--- src/rtl/sram_byte_port_if.sv ---
// sram_byte_port_if: byte command handshake and read-return bundle for sram_byte_port
interface sram_byte_port_if;
  logic       cmd_valid;
  logic       cmd_ready;
  logic [2:0] cmd_op;
  logic [7:0] cmd_data;
  logic       rd_valid;
  logic [7:0] rd_data;
  modport master (output cmd_valid, cmd_op, cmd_data, input cmd_ready, rd_valid, rd_data);
  modport slave (input cmd_valid, cmd_op, cmd_data, output cmd_ready, rd_valid, rd_data);
endinterface

--- src/rtl/sram_byte_port.sv ---
// sram_byte_port: byte-wide auto-incrementing access port onto a 1rw word SRAM macro.
// Define SRAM_BYTE_PORT_STATS_EN to add saturating write/read counters readable via ops 4/5.
module sram_byte_port #(
  parameter int DATA_BYTES = 4,
  parameter int ADDR_W = 9
) (
  input  logic                    clk,
  input  logic                    rst,
  sram_byte_port_if.slave         bus,
  output logic                    busy,
  output logic                    ram_clk0,
  output logic                    ram_csb0,
  output logic                    ram_web0,
  output logic [DATA_BYTES-1:0]   ram_wmask0,
  output logic [ADDR_W-1:0]       ram_addr0,
  output logic [8*DATA_BYTES-1:0] ram_din0,
  input  logic [8*DATA_BYTES-1:0] ram_dout0
);
  localparam int LW = $clog2(DATA_BYTES);
  localparam int BPTR_W = ADDR_W + LW;
  localparam logic [1:0] IDLE = 2'd0, WR = 2'd1, RD_ISSUE = 2'd2, RD_CAP = 2'd3;
  logic [1:0]        state;
  logic [BPTR_W-1:0] ptr;
  logic [LW-1:0]     lane, lane_q;
  logic [7:0]        wbyte, cap_byte;
  logic              accept;
  assign lane = ptr[LW-1:0];
  assign accept = bus.cmd_valid && bus.cmd_ready;
  assign bus.cmd_ready = (state == IDLE) && !rst;
  assign busy = state != IDLE;
  assign ram_clk0 = clk;
  assign ram_csb0 = !(state == WR || state == RD_ISSUE);
  assign ram_web0 = state != WR;
  assign ram_wmask0 = state == WR ? DATA_BYTES'(1) << lane : '0;
  assign ram_addr0 = ptr[BPTR_W-1:LW];
  assign ram_din0 = state == WR ? (8*DATA_BYTES)'(wbyte) << {lane, 3'b000} : '0;
`ifdef SRAM_BYTE_PORT_STATS_EN
  logic [1:0] src_q;
  logic [7:0] wcnt, rcnt;
  assign cap_byte = src_q == 2'd1 ? wcnt : src_q == 2'd2 ? rcnt : ram_dout0[{lane_q, 3'b000} +: 8];
  // src_q tags what the next RD_CAP returns; only RAM reads count toward rcnt
  always_ff @(posedge clk)
    if (rst) begin
      src_q <= 2'd0;
      wcnt <= '0;
      rcnt <= '0;
    end else begin
      if (accept) src_q <= bus.cmd_op == 3'd4 ? 2'd1 : bus.cmd_op == 3'd5 ? 2'd2 : 2'd0;
      if (accept && bus.cmd_op == 3'd6) begin
        wcnt <= '0;
        rcnt <= '0;
      end
      if (state == WR && wcnt != 8'hFF) wcnt <= wcnt + 8'd1;
      if (state == RD_CAP && src_q == 2'd0 && rcnt != 8'hFF) rcnt <= rcnt + 8'd1;
    end
`else
  assign cap_byte = ram_dout0[{lane_q, 3'b000} +: 8];
`endif
  always_ff @(posedge clk)
    if (rst) begin
      state <= IDLE;
      ptr <= '0;
      lane_q <= '0;
      wbyte <= '0;
      bus.rd_valid <= 1'b0;
      bus.rd_data <= '0;
    end else begin
      bus.rd_valid <= 1'b0;
      if (accept)
        case (bus.cmd_op)
          3'd0: ptr <= (ptr & ~BPTR_W'(8'hFF)) | BPTR_W'(bus.cmd_data);
          3'd1: ptr <= (BPTR_W'(bus.cmd_data) << 8) | (ptr & BPTR_W'(8'hFF));
          3'd2: begin
            wbyte <= bus.cmd_data;
            state <= WR;
          end
          3'd3: state <= RD_ISSUE;
`ifdef SRAM_BYTE_PORT_STATS_EN
          3'd4, 3'd5: state <= RD_CAP;
`endif
          default: ;
        endcase
      case (state)
        WR: begin
          ptr <= ptr + 1'b1;
          state <= IDLE;
        end
        RD_ISSUE: begin
          lane_q <= lane;
          ptr <= ptr + 1'b1;
          state <= RD_CAP;
        end
        RD_CAP: begin
          bus.rd_data <= cap_byte;
          bus.rd_valid <= 1'b1;
          state <= IDLE;
        end
        default: ;
      endcase
    end
endmodule
--- src/flat_wrapper.sv ---
// flat-port wrapper written by rule: the top's interface ports become plain ports
module sram_byte_port_flat 
#(
  parameter int DATA_BYTES = 4,
  parameter int ADDR_W = 9
)
  (clk, rst, busy, ram_clk0, ram_csb0, ram_web0, ram_wmask0, ram_addr0, ram_din0, ram_dout0, bus_cmd_valid, bus_cmd_op, bus_cmd_data, bus_cmd_ready, bus_rd_valid, bus_rd_data);
  sram_byte_port_if bus_i ();
  input  logic clk;
  input  logic rst;
  output logic busy;
  output logic ram_clk0;
  output logic ram_csb0;
  output logic ram_web0;
  output logic [DATA_BYTES-1:0] ram_wmask0;
  output logic [ADDR_W-1:0] ram_addr0;
  output logic [8*DATA_BYTES-1:0] ram_din0;
  input  logic [8*DATA_BYTES-1:0] ram_dout0;
  input wire logic [$bits(bus_i.cmd_valid)-1:0] bus_cmd_valid;
  input wire logic [$bits(bus_i.cmd_op)-1:0] bus_cmd_op;
  input wire logic [$bits(bus_i.cmd_data)-1:0] bus_cmd_data;
  output wire logic [$bits(bus_i.cmd_ready)-1:0] bus_cmd_ready;
  output wire logic [$bits(bus_i.rd_valid)-1:0] bus_rd_valid;
  output wire logic [$bits(bus_i.rd_data)-1:0] bus_rd_data;
  assign bus_i.cmd_valid = bus_cmd_valid;
  assign bus_i.cmd_op = bus_cmd_op;
  assign bus_i.cmd_data = bus_cmd_data;
  assign bus_cmd_ready = bus_i.cmd_ready;
  assign bus_rd_valid = bus_i.rd_valid;
  assign bus_rd_data = bus_i.rd_data;
  sram_byte_port #(.DATA_BYTES(DATA_BYTES), .ADDR_W(ADDR_W)) u_core (.clk(clk), .rst(rst), .bus(bus_i), .busy(busy), .ram_clk0(ram_clk0), .ram_csb0(ram_csb0), .ram_web0(ram_web0), .ram_wmask0(ram_wmask0), .ram_addr0(ram_addr0), .ram_din0(ram_din0), .ram_dout0(ram_dout0));
endmodule
--- config.mk ---
export PLATFORM = sky130hd
export DESIGN_NAME = sram_byte_port_flat
export DESIGN_NICKNAME = d
export VERILOG_FILES = /design/src/rtl/sram_byte_port_if.sv /design/src/rtl/sram_byte_port.sv /design/src/flat_wrapper.sv
export SDC_FILE = /design/constraint.sdc
export NUM_CORES = 1
export LEC_CHECK = 0
export BUFFER_PORTS_ARGS = -buffer_cell sky130_fd_sc_hd__buf_2
export CELL_PAD_IN_SITES_DETAIL_PLACEMENT = 2
export CELL_PAD_IN_SITES_GLOBAL_PLACEMENT = 2
export CORE_UTILIZATION = 27
export DETAILED_ROUTE_END_ITERATION = 6
export GPL_ROUTABILITY_DRIVEN = 0
export MAX_ROUTING_LAYER = met4
export PLACE_DENSITY = 0.93
export SYNTH_ARGS = -nofsm -noshare
export SYNTH_HDL_FRONTEND = slang
export SYNTH_SLANG_ARGS = --single-unit
--- constraint.sdc ---
create_clock -name clk -period 3.25 [get_ports clk]
set_input_delay 0.1625 -clock clk [delete_from_list [all_inputs] [get_ports clk]]
set_output_delay 0.1625 -clock clk [all_outputs]
set_load 0.01 [all_outputs]
==> results.cfg <==
[power_and_ir_drop]
clockPowerShare_pct = 33.8
p_int_uw = 932.3
p_sw_uw = 559.3
peakVddDrop_uv = 205.8
sequentialPowerShare_pct = 34.5
powerDensity_nw_per_um2 = 540.9
switching_share_pct = 37.50
power_frac_comb_pct = 31.7
power.leakage_nw = 1.298

[place]
place_ws_ns = 1.076
io_buffers = 104
place_inst = 422
dp_hpwl_mm = 5.595

[sta]
finClkSkew_ns = 0.005804
fmax_ghz = 0.4134
slew_headroom_pct = 45.24
fin_crit_sh_pct = 74.44
finalSetupViolations = 0
tightest_slew_ns = 0.8152
finalHoldViolations = 0
rsz0062_at_grt = no
fin_crit_ns = 2.419
tns_ns = 0
setup_ws_ns = 0.8308
slew_viol_final = 0

[detailed_routing]
via_per_inst = 4.986
wl_per_cell_um = 17.08
totalWireLength_mm = 7.394
ant_nets = 0
drtIter0Drc = 131
dr.pass1.iters = 4
vias = 2159
drc_errors = 0

[synthesis]
syn_area_um2 = 2086
yosysMostFrequentCell = and2_1
ys_async_sr_fraction_pct = 0
synth_cells = 240
synth_edf_count = 0
synth_top_area_share_pct = 30.71
syn_avg_cell_area_um2 = 8.691
ys_warn_count = 0
synthFlopType = dfxtp_1
ys_seq_area_share_pct = 30.71
ys_types = 44
synth-seq-cells = 32
synth_nets = 294
yosysTopAreaCell = dfxtp_1
synth_common_cells = 36 x and2_1, 32 x dfxtp_1, 28 x nor2_1
ys_top_cells_by_area = dfxtp_1 31%, and2_1 11%, mux4_2 8.6%

[critical_path]
worstReg2RegEnd = u_core.ptr[9]
r2r_slack_ns = 1.05
r2r_cells = 6
worstPathRequired_ns = 3.09
worstPathArrival_ns = 2.26
timing.rr.start = u_core.state[0]
start_kind = flip-flop
crit_type = flip-flop to primary output
endpoint_kind = primary output
cp_max_fo = 8

[floorplanning]
die-area_um2 = 8080
die_y_um = 89.89
rows = 31
start_util_pct = 28.30
core-area_um2 = 7370
ios = 105
chipWidth_um = 89.89

[grt]
grt_pass1_vias = 2425
antenna_found_initial = 0
grt_max_degree = 37
grt_pass1_wl_mm = 12.05
grt_overflow_total = 0
track_usage_pct = 19.51

[finish]
synthToLayoutAreaGrowth_pct = 32.21
diodes = 0
final_nets = 387
drive_gt1_share_pct = 38.62
fin_cells = 433

[clock_network]
cts_resized = 0
cts_hold_buf = 0
cts_tree = built
cts.clk_slew.worst_paths_ns = 0.07
cts_setup_buffers = 0
clkLatencyLatePin_ns = 0.40

[hold_path]
min-delay-start = bus_cmd_data[4]
min_path_cells = 3
min_path_type = input pin to flip-flop
worstHoldEndpoint = u_core.wbyte[4]

[job]
cap_violations = 0

[run_status]
outcome = completed
-- worst max-delay path by stage --
stage / to / depth (start not counted) / startpoint
3_3_place_gp: u_core.ptr[10] / 6 / u_core.state[0]
2_1_floorplan: ram_clk0 / 1 / clk
4_1_cts: ram_din0[12] / 6 / u_core.state[1]
3_5_place_dp: u_core.ptr[10] / 6 / u_core.state[1]
6_report: ram_din0[19] / 6 / u_core.state[1]
5_1_grt: ram_din0[4] / 6 / u_core.state[1]
-- cell usage in the layout, fill, tap and decap left out, types with 9 or more instances in the layout --
cell,count
buf_2,104
and2_1,36
dfxtp_1,32
nor2_1,28
mux2i_1,17
nand2_1,12
inv_1,9
nor3_1,9
-- through the flow --
| step | cell area (µm²) | total power [mW] | hold WS [ns] | utilization (%) |
|---|---|---|---|---|
| after floorplan | 2086 | 0.8522 | 0.2543 | - |
| after global placement | 2609 | 0.9773 | 0.2631 | 35.40 |
| after detailed placement | 2609 | 1.006 | 0.2631 | 35.40 |
| after CTS | 2758 | 1.508 | 0.02713 | 37.42 |
| after global routing | 2758 | 1.583 | 0.04822 | 37.42 |
| final | 2758 | 1.492 | 0.03131 | 37.42 |
-- worst max-delay path, cell delays in order (launching register included) --
cell     delay, ns
dfxtp_1       0.34
inv_1         0.10
ha_1          0.27
inv_1         0.14
nor3_1        0.64
and2_1        0.24
buf_2         0.14
-- area by class of cell --
type | count | area [µm²]
sequential | 32 | 640.6
timing repair buffer | 103 | 515.5
tap | 99 | 123.9
fill | 863 | 4612
clock buffer | 10 | 118.9
inverter | 9 | 33.78
clock inverter | 2 | 35.03
multi-input combinational | 178 | 1290
-- state kept, by name, indices dropped and copies added (netlist names) --
signal / cells
u_core.ptr: 11
u_core.bus.rd_data: 8
u_core.state: 2
u_core.bus.rd_valid: 1
u_core.lane_q: 2
u_core.wbyte: 8
-- logic make-up (layout without fill, tap and decap cells) --
kind of cell | after synthesis | after routing | synth area share, %
and+or+nand+nor | 111 | 111 | 28.73
muxes | 26 | 26 | 17.34
adders and majority gates | 8 | 8 | 4.799
AOI/OAI and AO/OA | 33 | 33 | 10.98
DFF | 32 | 32 | 30.71
buffers and inverters | 30 | 124 | 7.439
-- per-layer routing --
| layer | global-route usage (%) | wire length (µm) | part of all wire, % |
|---|---|---|---|
| met1 | 21.18 | 3023 | 41 |
| met2 | 35.90 | 3953 | 53 |
| met3 | 4.230 | 341 | 4.6 |
| met4 | 5.108 | 75 | 1.0 |
| met5 | - | 0 | 0 |
-- power groups by stage --
stage	clock network (mW)	logic, mW	registers (mW)
global route	0.537	0.521	0.525
CTS	0.516	0.479	0.512
floorplan	0.0254	0.341	0.486
finish	0.505	0.473	0.514
global placement	0.0186	0.442	0.517
detailed placement	0.0186	0.467	0.520
No activity file was read; power rests on OpenSTA's default activity.
